$ cat src/rtl/bus_pkg.sv
`default_nettype none
// ============================================================================
// Module      : bus_pkg
// Description : Shared definitions for the serial bus slave/master ports:
//               slave FSM state encoding, default field widths and the
//               instruction codes exchanged with the master port.
// Revision    : 1.0 - initial release
// ============================================================================
package bus_pkg;

  // Default field widths (bits per serial frame field)
  localparam int DEF_SLAVE_ADDR_SIZE = 12;
  localparam int DEF_WORD_SIZE       = 8;
  localparam int DEF_BURST_SIZE      = 15;

  // Instruction codes shared with the master port
  localparam logic [1:0] INSTR_WRITE      = 2'b01;
  localparam logic [1:0] INSTR_READ       = 2'b10;
  localparam logic [1:0] INSTR_BURST_READ = 2'b11;

  // Slave input port FSM states
  typedef enum logic [2:0] {
    IDLE      = 3'd0,
    ADDR_RX   = 3'd1,
    CMD_WAIT  = 3'd2,
    BURST_RX  = 3'd3,
    DATA_RX   = 3'd4,
    READ_REQ  = 3'd5,
    READ_WAIT = 3'd6
  } slave_state_t;

endpackage
`default_nettype wire

$ cat src/rtl/serial_deser.sv
`default_nettype none
// ============================================================================
// Module      : serial_deser
// Description : LSB-first serial-to-parallel deserialiser. Each enabled
//               sample writes bit_in at the position given by the bit
//               counter. done flags (combinationally) the edge on which the
//               final bit is captured; word presents the value including
//               the bit being sampled so the caller can latch it that edge.
// Ports       : clk, rst       - clock, async active-high reset
//               sample_en      - capture bit_in on this edge
//               clear          - reset counter and shift register
//               bit_in         - serial data bit
//               word [WIDTH]   - assembled word (including current bit)
//               done           - final bit captured on this edge
// Revision    : 1.0 - initial release
// ============================================================================
module serial_deser #(
  parameter int WIDTH = 8
) (
  input  logic             clk,
  input  logic             rst,
  input  logic             sample_en,
  input  logic             clear,
  input  logic             bit_in,
  output logic [WIDTH-1:0] word,
  output logic             done
);

  localparam int CW = (WIDTH > 1) ? $clog2(WIDTH) : 1;
  localparam logic [CW-1:0] C_LAST = CW'(WIDTH - 1);

  logic [CW-1:0]    cnt_q,   cnt_d;
  logic [WIDTH-1:0] shift_q, shift_d;

  always_comb begin
    cnt_d   = cnt_q;
    shift_d = shift_q;
    done    = 1'b0;
    if (clear) begin
      cnt_d   = '0;
      shift_d = '0;
    end else if (sample_en) begin
      shift_d[cnt_q] = bit_in;
      if (cnt_q == C_LAST) begin
        done  = 1'b1;
        cnt_d = '0;
      end else begin
        cnt_d = cnt_q + 1'b1;
      end
    end
  end

  assign word = shift_d;

  always_ff @(posedge clk or posedge rst) begin
    if (rst) begin
      cnt_q   <= '0;
      shift_q <= '0;
    end else begin
      cnt_q   <= cnt_d;
      shift_q <= shift_d;
    end
  end

endmodule
`default_nettype wire

$ cat src/rtl/slave_in_port.sv
`default_nettype none
// ============================================================================
// Module      : slave_in_port
// Description : Serial bus slave input port. Receives an address frame, then
//               either a burst length (burst read), a single-read request,
//               or a stream of write words, and converts them into parallel
//               write pulses / read requests for the local memory.
// Ports       : clk, rst                  - clock, async active-high reset
//               slave_select              - slave selected by master
//               addr_bus/burst_size_bus/w_data_bus - serial inputs, LSB first
//               m_valid/m_b_tx_valid/read_en - command qualifiers
//               tx_done/split_on          - end / abandon transaction
//               mem_ready/rd_done         - local memory handshakes
//               s_ready                   - slave can sample a bit
//               addr/burst_len/wr_data    - assembled fields
//               wr_valid/wr_addr_offset   - write word pulse and index
//               rd_req/rd_len             - read start pulse and length
//               busy                      - transaction in progress
// Revision    : 1.0 - initial release
// ============================================================================
module slave_in_port
  import bus_pkg::*;
#(
  parameter int SLAVE_ADDR_SIZE = DEF_SLAVE_ADDR_SIZE,
  parameter int WORD_SIZE       = DEF_WORD_SIZE,
  parameter int BURST_SIZE      = DEF_BURST_SIZE
) (
  input  logic                       clk,
  input  logic                       rst,
  input  logic                       slave_select,
  input  logic                       addr_bus,
  input  logic                       burst_size_bus,
  input  logic                       w_data_bus,
  input  logic                       m_valid,
  input  logic                       m_b_tx_valid,
  input  logic                       read_en,
  input  logic                       tx_done,
  input  logic                       split_on,
  input  logic                       mem_ready,
  input  logic                       rd_done,
  output logic                       s_ready,
  output logic [SLAVE_ADDR_SIZE-1:0] addr,
  output logic [BURST_SIZE-1:0]      burst_len,
  output logic [WORD_SIZE-1:0]       wr_data,
  output logic                       wr_valid,
  output logic [BURST_SIZE-1:0]      wr_addr_offset,
  output logic                       rd_req,
  output logic [BURST_SIZE-1:0]      rd_len,
  output logic                       busy
);

  slave_state_t state_q, state_d;

  logic [SLAVE_ADDR_SIZE-1:0] addr_q, addr_d;
  logic [BURST_SIZE-1:0]      burst_len_q, burst_len_d;
  logic [WORD_SIZE-1:0]       wr_data_q, wr_data_d;
  logic                       wr_valid_q, wr_valid_d;
  logic [BURST_SIZE-1:0]      wr_addr_offset_q, wr_addr_offset_d;
  logic [BURST_SIZE-1:0]      idx_q, idx_d;
  logic                       rd_req_q, rd_req_d;
  logic [BURST_SIZE-1:0]      rd_len_q, rd_len_d;
  logic                       busy_q, busy_d;

  logic                       sample;
  logic                       abort;
  logic                       deser_clear;
  logic [SLAVE_ADDR_SIZE-1:0] addr_word;
  logic [BURST_SIZE-1:0]      burst_word;
  logic [WORD_SIZE-1:0]       data_word;
  logic                       addr_done, burst_done, data_done;

  assign s_ready = mem_ready && (state_q != READ_REQ) && (state_q != READ_WAIT);
  assign sample  = slave_select && s_ready;
  // Deselect is ignored while waiting for the read-out side to finish.
  assign abort   = split_on || (!slave_select && (state_q != READ_WAIT));
  // Deserialisers restart from bit 0 for every new frame.
  assign deser_clear = (state_q == IDLE);

  serial_deser #(.WIDTH(SLAVE_ADDR_SIZE)) u_addr_deser (
    .clk       (clk),
    .rst       (rst),
    .sample_en (sample && (state_q == ADDR_RX)),
    .clear     (deser_clear),
    .bit_in    (addr_bus),
    .word      (addr_word),
    .done      (addr_done)
  );

  serial_deser #(.WIDTH(BURST_SIZE)) u_burst_deser (
    .clk       (clk),
    .rst       (rst),
    .sample_en (sample && (state_q == BURST_RX)),
    .clear     (deser_clear),
    .bit_in    (burst_size_bus),
    .word      (burst_word),
    .done      (burst_done)
  );

  serial_deser #(.WIDTH(WORD_SIZE)) u_data_deser (
    .clk       (clk),
    .rst       (rst),
    .sample_en (sample && (state_q == DATA_RX)),
    .clear     (deser_clear),
    .bit_in    (w_data_bus),
    .word      (data_word),
    .done      (data_done)
  );

  always_comb begin
    state_d          = state_q;
    addr_d           = addr_q;
    burst_len_d      = burst_len_q;
    wr_data_d        = wr_data_q;
    wr_valid_d       = 1'b0;
    wr_addr_offset_d = wr_addr_offset_q;
    idx_d            = idx_q;
    rd_req_d         = 1'b0;
    rd_len_d         = rd_len_q;

    if (state_q == IDLE) begin
      idx_d = '0;
      if (slave_select) begin
        state_d = ADDR_RX;
      end
    end else if (abort) begin
      // Partial address/word is dropped; registered fields keep their
      // last complete values.
      state_d = IDLE;
    end else begin
      case (state_q)
        ADDR_RX: begin
          if (addr_done) begin
            addr_d  = addr_word;
            state_d = CMD_WAIT;
          end
        end
        CMD_WAIT: begin
          if (m_b_tx_valid) begin
            state_d = BURST_RX;
          end else if (read_en) begin
            rd_len_d = BURST_SIZE'(1);
            state_d  = READ_REQ;
          end else if (m_valid) begin
            state_d = DATA_RX;
          end
        end
        BURST_RX: begin
          if (burst_done) begin
            burst_len_d = burst_word;
            rd_len_d    = (burst_word == '0) ? BURST_SIZE'(1) : burst_word;
            state_d     = READ_REQ;
          end
        end
        DATA_RX: begin
          // A word completing on the tx_done edge is still delivered.
          if (data_done) begin
            wr_valid_d       = 1'b1;
            wr_data_d        = data_word;
            wr_addr_offset_d = idx_q;
            idx_d            = idx_q + 1'b1;
          end
          if (tx_done) begin
            state_d = IDLE;
          end
        end
        READ_REQ: begin
          rd_req_d = 1'b1;
          state_d  = READ_WAIT;
        end
        READ_WAIT: begin
          if (rd_done) begin
            state_d = IDLE;
          end
        end
        default: state_d = IDLE;
      endcase
    end

    busy_d = (state_d != IDLE);
  end

  always_ff @(posedge clk or posedge rst) begin
    if (rst) begin
      state_q          <= IDLE;
      addr_q           <= '0;
      burst_len_q      <= '0;
      wr_data_q        <= '0;
      wr_valid_q       <= 1'b0;
      wr_addr_offset_q <= '0;
      idx_q            <= '0;
      rd_req_q         <= 1'b0;
      rd_len_q         <= '0;
      busy_q           <= 1'b0;
    end else begin
      state_q          <= state_d;
      addr_q           <= addr_d;
      burst_len_q      <= burst_len_d;
      wr_data_q        <= wr_data_d;
      wr_valid_q       <= wr_valid_d;
      wr_addr_offset_q <= wr_addr_offset_d;
      idx_q            <= idx_d;
      rd_req_q         <= rd_req_d;
      rd_len_q         <= rd_len_d;
      busy_q           <= busy_d;
    end
  end

  assign addr           = addr_q;
  assign burst_len      = burst_len_q;
  assign wr_data        = wr_data_q;
  assign wr_valid       = wr_valid_q;
  assign wr_addr_offset = wr_addr_offset_q;
  assign rd_req         = rd_req_q;
  assign rd_len         = rd_len_q;
  assign busy           = busy_q;

endmodule
`default_nettype wire

$ cat config.mk
export PLATFORM = sky130hd
export DESIGN_NAME = slave_in_port
export DESIGN_NICKNAME = d
export VERILOG_FILES = /design/src/rtl/bus_pkg.sv /design/src/rtl/serial_deser.sv /design/src/rtl/slave_in_port.sv
export SDC_FILE = /design/constraint.sdc
export NUM_CORES = 1
export LEC_CHECK = 0
export ABC_AREA = 1
export CAP_MARGIN = 40
export CORE_UTILIZATION = 55
export CTS_BUF_LIST = sky130_fd_sc_hd__clkbuf_4
export DETAILED_ROUTE_END_ITERATION = 6
export PLACE_DENSITY = 0.8
export SYNTH_ARGS = -nofsm -noshare
export SYNTH_HDL_FRONTEND = slang
export SYNTH_SLANG_ARGS = --single-unit
$ cat constraint.sdc
create_clock -name clk -period 11.8 [get_ports clk]
set_input_delay 1.77 -clock clk [delete_from_list [all_inputs] [get_ports clk]]
set_output_delay 1.77 -clock clk [all_outputs]
set_load 0.05 [all_outputs]
==> run summary <==
At the worst endpoint, the arrival time is 3280 ps. The worst setup path is launched from an input pin. The simple-gate area share of the yosys netlist is 25.2%, and the net switching power figure is 0.192 mW. Net switching is 22.4% of the power.

The congestion estimate from routability-driven global placement came to 0.867. Cells with a size suffix above 1 make up 9.57% of the layout. The cell internal power dissipation is 0.666 mW, and the number of distinct standard cells referenced by the synthesized netlist is 39.

The tools report the initial antenna violation count as 0. The fraction of the core area covered by cells at the end of the flow was 68.5%. The clock drives 132 sinks. Summing every instance area after synthesis gives 0.00623 sq mm. Of the total power, the clock network draws 41.7%. The worst register-to-register path ends at idx_q[5]. Summed over all nets, the half-perimeter wirelength after detailed placement is 10200 um. The first routing iteration left 312 violations.

TritonCTS built the clock tree. The area inside the core boundary was 0.0109 sq mm. The smallest clock period supported by the final layout is computed as 5050 ps. Startpoint of the lowest-slack hold path: wr_addr_offset[7]. Overall power consumption after layout is estimated at 0.858 mW.

The headroom to the max-slew limit came out at 51.4%. At the worst endpoint, the required time is 10030 ps. Register area share after synthesis: 53.0%.

Count of input and output buffers: 81. The final net count came out at 843. Dividing total power by cell area gives a power density of 115 mW/mm^2. The critical path is of the input pin to output port type. The number of diodes is 0. The first global-routing pass estimated 24400 um of wire. The tools report the beginning of the worst register-to-register path as state_q[2].

The number of nets in the synthesized netlist is 762. Kind of capture point of the worst setup path: an output port. The routed via count is 5342.

The library cells used most frequently in the layout, excluding fill and tap cells, are 205 x sky130_fd_sc_hd__nand2_1, 132 x sky130_fd_sc_hd__dfrtp_1, 81 x sky130_fd_sc_hd__clkdlybuf4s50_1, 65 x sky130_fd_sc_hd__inv_1, 64 x sky130_fd_sc_hd__o21ai_0. In the routed layout, each cell is associated on average with a via count of 5.47. The clock skew came out at 15.1 ps.

After clock tree synthesis, the clock-pin slew on the worst setup and hold paths is 100 ps. The worst hold path passes through 2 cells. The first detailed-routing pass ran for 6 iterations.

Measured along the y axis, the die boundary spans 108 um. The Yosys step of the flow raised 0 warnings. Synthesis produced 742 cells.

The count of unresolved DRC violations after routing is 0, and the post-synthesis xor/xnor area fraction is 0.422%. In this run the deepest clock path goes through 2 buffers. The number of hold buffers added after CTS was 0. The adder-cell area share of the yosys netlist works out to 1.41%.

The buffer cell driving the clock tree root was sky130_fd_sc_hd__clkbuf_4. The library cell used most frequently in the layout, excluding fill and tap cells, is sky130_fd_sc_hd__nand2_1. Combinational logic is responsible for 5.3% of the overall power. The reg-to-reg setup timing slack is 8960 ps.

The die is 108 um wide. The number of global-route vias before repair is 5257. Global routing finished with a remaining overflow of 0. The tools report the total clock buffers created by CTS as 17. After layout, the worst path uses 42.8% of the clock period. The synthesized netlist devotes 11.2% of its cell area to compound gates. The post-synthesis to final-layout area growth is 20.4%, and the row count is 38.

The portion of synthesized area spent on multiplexers is 1.99%. Along the worst path, the maximum fanout reaches 3. The tools report the post-detailed-route count of antenna-violating nets as 0.

The count of pins on the block boundary was 82; the hold violation total from the final report was 0. The worst-case IR drop observed on VDD is 0.0000644 V. The number of max-cap violations is 0. The flow ran to the end, and the final reports show no timing, DRC or antenna violations. Once the floorplan was initialized, standard cells occupied 56.9% of the core. Once the clock tree was built, the resizer swapped 0 gates to a different size.

The count of pins over their slew limit was 0. The count of cells along the worst register-to-register path was 10; the total of fill cells in the finished design was 898. The tools report the static power due to leakage as 3.62 nW. The worst-skew pair later-pin latency is 530 ps, and the actual slew at the worst max-slew pin is 728 ps.

In the final layout, flip-flops and latches occupy 0.00330 sq mm. The multi-input combinational cells in the finished layout cover a total of 0.00250 sq mm. After synthesis, the largest family of logic cells by area is simple AND/OR/NAND/NOR gates. Summed over all failing endpoints, the final setup total negative slack is 0 ps. The run gives 0.0118 sq mm as the full die area. In this run the post-CTS setup repair buffer count came out at 0.

The final layout contains routed wiring with a total length of 14400 um. The wire length per cell was 14.8 um. The clock tree synthesis step divided the H-tree into 4 levels.

Setup repair after global routing left no endpoint under its margin. The tightest min-delay check is of the register to register type. Timing would allow up to 198 MHz. Setup violations remaining at the end of the flow were counted as 0. The worst min-delay path endpoint is wr_addr_offset[7]. Per report_power, the sequential group accounts for 53.0% of the total. Global routing consumed, over all layers together, 27.0% of the routing resources. The mean post-synth cell area was 8.39 sq um; the pin count of the biggest net entering global routing was 70. In this run, synthesis produced a sequential element count of 132.
-- per-layer routing --
layer  vias to the layer above  GRT usage (%)  wire length (um)
met5                         -              0                 0
met4                         0           11.9               384
met3                        37           5.79               666
met2                       176           46.3              7310
met1                      2561           32.5              6050
li1                       2568              -                 -
-- cell usage after synthesis --
library cell	instances	share of area (%)
sky130_fd_sc_hd__o21bai_1	10	1.2
sky130_fd_sc_hd__nand3_2	4	0.64
sky130_fd_sc_hd__buf_4	4	0.48
sky130_fd_sc_hd__a22oi_1	1	0.12
sky130_fd_sc_hd__nand4_2	1	0.20
sky130_fd_sc_hd__nor3_1	33	2.7
sky130_fd_sc_hd__a41oi_1	1	0.14
sky130_fd_sc_hd__nor2_2	4	0.40
sky130_fd_sc_hd__nor2_4	4	0.72
sky130_fd_sc_hd__a21oi_4	1	0.26
sky130_fd_sc_hd__nor2_1	62	3.7
sky130_fd_sc_hd__nand2_2	5	0.50
sky130_fd_sc_hd__ha_1	7	1.4
sky130_fd_sc_hd__nand3_1	35	2.8
sky130_fd_sc_hd__xor2_1	3	0.42
sky130_fd_sc_hd__nand4_1	4	0.40
sky130_fd_sc_hd__o22ai_1	2	0.20
sky130_fd_sc_hd__inv_1	66	4.0
sky130_fd_sc_hd__o21ai_1	22	1.8
sky130_fd_sc_hd__nand3b_1	2	0.24
sky130_fd_sc_hd__nor4_1	1	0.10
sky130_fd_sc_hd__nand2_1	205	12
sky130_fd_sc_hd__inv_2	11	0.66
sky130_fd_sc_hd__buf_6	2	0.36
sky130_fd_sc_hd__dfrtp_1	132	53
sky130_fd_sc_hd__buf_1	1	0.060
sky130_fd_sc_hd__buf_2	6	0.48
sky130_fd_sc_hd__mux2_2	11	2.0
sky130_fd_sc_hd__nor3_2	1	0.16
sky130_fd_sc_hd__o21a_1	2	0.24
sky130_fd_sc_hd__a31oi_1	1	0.10
sky130_fd_sc_hd__o31ai_1	3	0.36
sky130_fd_sc_hd__o2111ai_1	1	0.14
sky130_fd_sc_hd__a211oi_1	2	0.24
sky130_fd_sc_hd__o211ai_1	1	0.12
sky130_fd_sc_hd__clkbuf_1	12	0.72
sky130_fd_sc_hd__nand3_4	1	0.28
sky130_fd_sc_hd__o21ai_0	64	5.1
sky130_fd_sc_hd__a21oi_1	14	1.1
-- logic make-up after synthesis --
kind of cell             count (synthesis)
buffers and inverters                  102
multiplexers                            11
AO/OA/AOI/OAI                          125
XOR/XNOR                                 3
adder cells (fa/ha/maj)                  7
AND/OR/NAND/NOR                        362
flip-flops                             132
-- power by group through the flow --
stage | clock, mW | combinational (mW) | sequential, mW
floorplan | 0 | 0.0270 | 0.466
global placement | 0 | 0.0433 | 0.464
detailed placement | 0 | 0.0459 | 0.464
CTS | 0.365 | 0.0462 | 0.455
global route | 0.385 | 0.0503 | 0.455
finish | 0.358 | 0.0457 | 0.455
-- worst max-delay path by stage --
stage	start	to	slack, ps	depth (start not counted)
2_1_floorplan	rst	addr[0]	6500	1
3_3_place_gp	mem_ready	s_ready	6750	4
3_5_place_dp	mem_ready	s_ready	6740	4
4_1_cts	mem_ready	s_ready	6740	4
5_1_grt	mem_ready	s_ready	6690	4
6_report	mem_ready	s_ready	6750	4
-- state kept, by name (all words and copies together) (netlist names), 4 cells and up --
signal and cells:
wr_data 8, idx_q 15, addr 12, u_addr_deser.cnt_q 4
u_addr_deser.shift_q 12, u_burst_deser.cnt_q 4, u_burst_deser.shift_q 15, rd_len 15
burst_len 15, wr_addr_offset 15, u_data_deser.shift_q 8
-- cell type report --
| cell class | count | share of cell area [%] |
|---|---|---|
| clock inverters | 10 | 2.40 |
| repair buffers | 87 | 11.7 |
| multi-input cells | 508 | 33.4 |
| flip-flops and latches | 132 | 44.1 |
| clock buffers | 22 | 2.20 |
| well taps | 140 | 2.34 |
| inverters | 77 | 3.89 |
-- critical path, stage by stage --
cell and delay (ps):
sky130_fd_sc_hd__clkdlybuf4s50_1 490, sky130_fd_sc_hd__nand2_2 70, sky130_fd_sc_hd__nor2_4 130, sky130_fd_sc_hd__clkdlybuf4s50_1 820
-- stage by stage --
step / worst slack (ps) / cells / hold slack, ps / cell area, sq um
floorplan: 6500 / 742 / 481 / 6230
global placement: 6750 / 943 / 467 / 7120
detailed placement: 6740 / 944 / 473 / 7150
CTS: 6740 / 976 / 499 / 7490
global route: 6690 / 976 / 516 / 7490
finish: 6750 / 976 / 497 / 7490
No activity file was read; power rests on OpenSTA's default activity.
